==> src/rtl/skinny_sbox_layer_ctrl.sv <==
// Byte-serial driver for the two-share masked SKINNY-128 S-box layer: streams the
// state MSB byte first through the S-box and shifts the output shares back in.

module skinny_share_lane (
  input  logic         clk,
  input  logic         rst_n,
  input  logic         load,
  input  logic         issue,
  input  logic         capture,
  input  logic [127:0] din,
  input  logic [7:0]   sb_out,
  output logic [127:0] sh,
  output logic [7:0]   sb_in
);
  always_ff @(posedge clk or negedge rst_n) begin
    if (!rst_n)       sh <= '0;
    else if (load)    sh <= din;
    else if (capture) sh <= {sh[119:0], sb_out};
  end

  // S-box input is registered so it stays stable for the whole evaluation
  always_ff @(posedge clk or negedge rst_n) begin
    if (!rst_n)     sb_in <= '0;
    else if (issue) sb_in <= sh[127:120];
  end
endmodule

module skinny_sbox_layer_ctrl #(
  parameter int SBOX_LAT = 2
) (
  input  logic         clk,
  input  logic         rst_n,
  input  logic         start,
  input  logic [127:0] state_0_i,
  input  logic [127:0] state_1_i,
  output logic         busy,
  output logic         done,
  output logic [127:0] state_0_o,
  output logic [127:0] state_1_o,
  input  logic [75:0]  rnd_i,
  input  logic         rnd_valid_i,
  output logic         rnd_ready_o,
  output logic [7:0]   sb_in_0,
  output logic [7:0]   sb_in_1,
  output logic [75:0]  sb_rnd,
  input  logic [7:0]   sb_out_0,
  input  logic [7:0]   sb_out_1
);
  localparam int NUM_SHARES = 2;
  localparam logic [2:0] LAT_LAST = 3'(SBOX_LAT - 1);

  if (SBOX_LAT < 1 || SBOX_LAT > 7) begin : g_bad_lat
    $error("SBOX_LAT must be in 1..7");
  end

  typedef enum logic [1:0] {IDLE, FETCH, EVAL, DONE} state_t;

  state_t state, state_nxt;
  logic [3:0] byte_idx;
  logic [2:0] lat_cnt;
  logic       load, issue, capture, lat_last;

  logic [NUM_SHARES-1:0][127:0] sh, din;
  logic [NUM_SHARES-1:0][7:0]   sb_in, sb_out;

  assign lat_last = (lat_cnt == LAT_LAST);
  assign load     = (state == IDLE)  && start;
  assign issue    = (state == FETCH) && rnd_valid_i;
  assign capture  = (state == EVAL)  && lat_last;

  assign din    = {state_1_i, state_0_i};
  assign sb_out = {sb_out_1, sb_out_0};

  // one lane per share; shares never meet inside this block
  for (genvar g = 0; g < NUM_SHARES; g++) begin : g_lane
    skinny_share_lane u_lane (
      .clk     (clk),
      .rst_n   (rst_n),
      .load    (load),
      .issue   (issue),
      .capture (capture),
      .din     (din[g]),
      .sb_out  (sb_out[g]),
      .sh      (sh[g]),
      .sb_in   (sb_in[g])
    );
  end

  assign state_0_o = sh[0];
  assign state_1_o = sh[1];
  assign sb_in_0   = sb_in[0];
  assign sb_in_1   = sb_in[1];

  always_ff @(posedge clk or negedge rst_n) begin
    if (!rst_n) state <= IDLE;
    else        state <= state_nxt;
  end

  always_comb begin
    state_nxt = state;
    case (state)
      IDLE:    if (start) state_nxt = FETCH;
      FETCH:   if (rnd_valid_i) state_nxt = EVAL;
      EVAL:    if (lat_last) state_nxt = (byte_idx == 4'd15) ? DONE : FETCH;
      DONE:    state_nxt = IDLE;
      default: state_nxt = IDLE;
    endcase
  end

  always_comb begin
    busy        = (state != IDLE);
    done        = (state == DONE);
    rnd_ready_o = (state == FETCH);
  end

  always_ff @(posedge clk or negedge rst_n) begin
    if (!rst_n)       byte_idx <= '0;
    else if (load)    byte_idx <= '0;
    else if (capture) byte_idx <= byte_idx + 4'd1;
  end

  always_ff @(posedge clk or negedge rst_n) begin
    if (!rst_n)              lat_cnt <= '0;
    else if (issue)          lat_cnt <= '0;
    else if (state == EVAL)  lat_cnt <= lat_cnt + 3'd1;
  end

  // one randomness word per S-box evaluation
  always_ff @(posedge clk or negedge rst_n) begin
    if (!rst_n)     sb_rnd <= '0;
    else if (issue) sb_rnd <= rnd_i;
  end
endmodule

==> config.mk <==
export PLATFORM = sky130hd
export DESIGN_NAME = skinny_sbox_layer_ctrl
export DESIGN_NICKNAME = d
export VERILOG_FILES = /design/src/rtl/skinny_sbox_layer_ctrl.sv
export SDC_FILE = /design/constraint.sdc
export NUM_CORES = 1
export LEC_CHECK = 0
export ABC_AREA = 1
export CORE_AREA = 2 2 276 278
export CTS_CLUSTER_SIZE = 20
export DETAILED_ROUTE_END_ITERATION = 6
export DIE_AREA = 0 0 278 280
export MAX_ROUTING_LAYER = met4
export PLACE_DENSITY_LB_ADDON = 0.12
export SETUP_SLACK_MARGIN = 0.1
export SLEW_MARGIN = 20
export SYNTH_ARGS = -nofsm -noshare
export SYNTH_HDL_FRONTEND = slang
export SYNTH_HIERARCHICAL = 1
export SYNTH_SLANG_ARGS = --single-unit
==> constraint.sdc <==
create_clock -name clk -period 2.9 [get_ports clk]
set_input_delay 0.435 -clock clk [delete_from_list [all_inputs] [get_ports clk]]
set_output_delay 0.435 -clock clk [all_outputs]
set_load 0.005 [all_outputs]
==> impl_metrics.py <==
metrics = {
    "floorplanning": {
        "fp.dieH_um": 280,
        "core_area_um2": 75200,
        "die_w_um": 278,
        "initial_core_util_pct": 20.6,
        "ios": 703,
        "die-area_um2": 77800,
        "rows": 101,
    },
    "detailed_routing": {
        "num_vias": 15400,
        "drtAntennaViolNets": 0,
        "first_pass_iters": 5,
        "drtIter0Drc": 1031,
        "wl_per_cell_um": 20.1,
        "viasPerCell": 4.36,
        "drc": 0,
        "routed_wl_um": 71100,
    },
    "clock_tree": {
        "cts_resized": 0,
        "cts-root-buf": "clkbuf_16",
        "cts_tree": "built",
        "cts_sinks": 357,
        "clock_latency_ns": 0.57,
        "clock_path_buffers": 3,
        "clk_pin_slew_ns": 0.06,
        "htreeDepth": 2,
        "cts_buffers": 47,
    },
    "synthesis": {
        "synth_area_per_cell_um2": 8.40,
        "netlist_area_um2": 15500,
        "ys_warn_count": 6,
        "synth_top_area_share_pct": 57.6,
        "syn-num-nets": 2203,
        "ys_seq_area_share_pct": 57.6,
        "ys_ff_latch": 357,
        "synth_area_leader_cell": "dfrtp_1",
        "synthTopCellsByArea": "dfrtp_1, nand2_1, nand3_1",
        "synth_cells": 1848,
        "ys_types": 20,
    },
    "min_path": {
        "holdCritPathClass": "primary input to flop",
    },
    "flow_run": {
        "drv_cap": 0,
    },
    "placement": {
        "dp_hpwl_um": 51000,
        "pre_cts_ws_ns": 0.689,
        "io_buffer_count": 702,
        "gp_congestion": 0.849,
        "placed_cell_area_um2": 23500,
        "place_inst": 3437,
    },
    "sta": {
        "min_period_ns": 2.25,
        "worst_clock_skew_ns": 0.0194,
        "fin_tns_setup_ns": 0,
        "finalCritPeriodShare_pct": 77.4,
        "fmax_ghz": 0.445,
        "setup_viol": 0,
        "hold_viol_final": 0,
        "rsz0062_at_grt": "false",
        "drv_slew": 0,
        "worst_slack_ns": 0.655,
        "relSlewSlack_pct": 48.5,
        "tightest_slew_ns": 0.772,
    },
    "finish": {
        "final_cell_mix": "nand2_1, clkdlybuf4s50_1, nand3_1",
        "layout_commonest_cell": "nand2_1",
        "area_delta_synth_final_pct": 61.8,
        "fin_util_pct": 33.4,
        "design_area_um2": 25100,
        "drive_gt1_share_pct": 4.80,
        "nNetsFinal": 2864,
        "fin_cells": 3535,
    },
    "setup_path": {
        "critical_path_required_ns": 2.47,
        "rrSetupSlack_ns": 0.83,
        "crit_type": "flop to primary output",
        "crit_arrival_ns": 1.81,
        "cp-start-kind": "flop",
        "endpoint_kind": "primary output",
        "critPathMaxFanout": 5,
    },
    "outcome": {
        "status": "finished, final reports clean",
    },
    "grt": {
        "grt_antenna_before_repair": 12,
        "gr-total-overflow": 0,
        "grt_pass1_wl_um": 105000,
        "grt_max_degree": 129,
        "grt_use_total_pct": 18.2,
        "grt_pass1_vias": 15700,
    },
    "power": {
        "irDropWorstVdd_mv": 0.511,
        "powerDensity_nw_per_um2": 1060,
        "leakage_nw": 11.2,
    },
}
==> power by group <==
group          total, mW  switching, mW  leakage [nW]  internal (mW)
clock               5.81           2.30         0.755           3.50
sequential          9.43           2.09          4.46           7.34
combinational       11.5           5.53          5.96           5.93
total               26.7           9.93          11.2           16.8
==> cell type report <==
type / count / area, um^2
sequential: 357 / 8930
inverter: 29 / 113
multi-input combinational: 1332 / 5760
tap: 978 / 1220
clock inverter: 9 / 76.3
timing repair buffer: 742 / 7510
antenna: 13 / 32.5
fill: 7751 / 50100
clock buffer: 75 / 1450
==> through the flow <==
stage                     total power [mW]  hold WS, ns
after floorplan                       13.5        0.139
after global placement                21.1        0.462
after detailed placement              21.1        0.464
after CTS                             27.2        0.363
after global routing                  28.6        0.385
final                                 26.7        0.408
==> worst max-delay path: stages, from the launching register on <==
cell,delay (ns)
dfrtp_1,0.42
inv_1,0.10
nand2_1,0.17
clkdlybuf4s50_1,0.57
==> path summary, 6_finish.rpt <==
kind	from	end	cells past startpoint
setup / recovery	state[0]$_DFFE_PN0P_	busy	3
hold / removal	rnd_i[57]	sb_rnd[57]$_DFFE_PN0P_	3
setup reg to reg	lat_cnt[1]$_DFFE_PN0P_	g_lane[0].u_lane/sh[103]$_DFFE_PN0P_	8
hold reg to reg	sb_rnd[50]$_DFFE_PN0P_	sb_rnd[50]$_DFFE_PN0P_	2
max in group asynchronous	rst_n	g_lane[0].u_lane/sh[9]$_DFFE_PN0P_	3
min in group asynchronous	rst_n	sb_rnd[34]$_DFFE_PN0P_	2
==> logic make-up after synthesis <==
kind of cell    synth area share [%]
compound gates                 0.702
buf+inv                         5.48
simple gates                    35.9
flops                           57.6
xor+xnor                       0.113
fa+ha+maj                      0.242
==> layer usage <==
metal	wire [um]	vias to the layer above	global-route usage, %
met5	0	-	-
met4	2140	0	6.25
li1	-	7369	-
met3	4580	97	4.67
met2	34900	513	29.4
met1	29500	7437	22.2
==> sequential cells by signal, indices dropped and copies added (netlist names) <==
register / count
g_lane.u_lane/sb_in: 16
lat_cnt: 3
state: 2
sb_rnd: 76
g_lane.u_lane/sh: 256
byte_idx: 4
==> cell usage after synthesis (all sizes together) <==
| library cell | n |
|---|---|
| nand2 | 775 |
| nand3 | 520 |
| dfrtp | 357 |
| buf | 128 |
| inv | 29 |
| o21ai | 17 |
| nor2 | 10 |
| ha | 3 |
| o22ai | 3 |
| clkbuf | 2 |
| a21oi | 1 |
| nand4 | 1 |
| xnor2 | 1 |
| xor2 | 1 |
==> repair_timing <==
action	in CTS	in global routing
endpoints found under the setup margin	0	0
setup buffers	0	0
hold buffers	1	0
endpoints found under the hold margin	66	0
(Power assumes the default switching activity.)
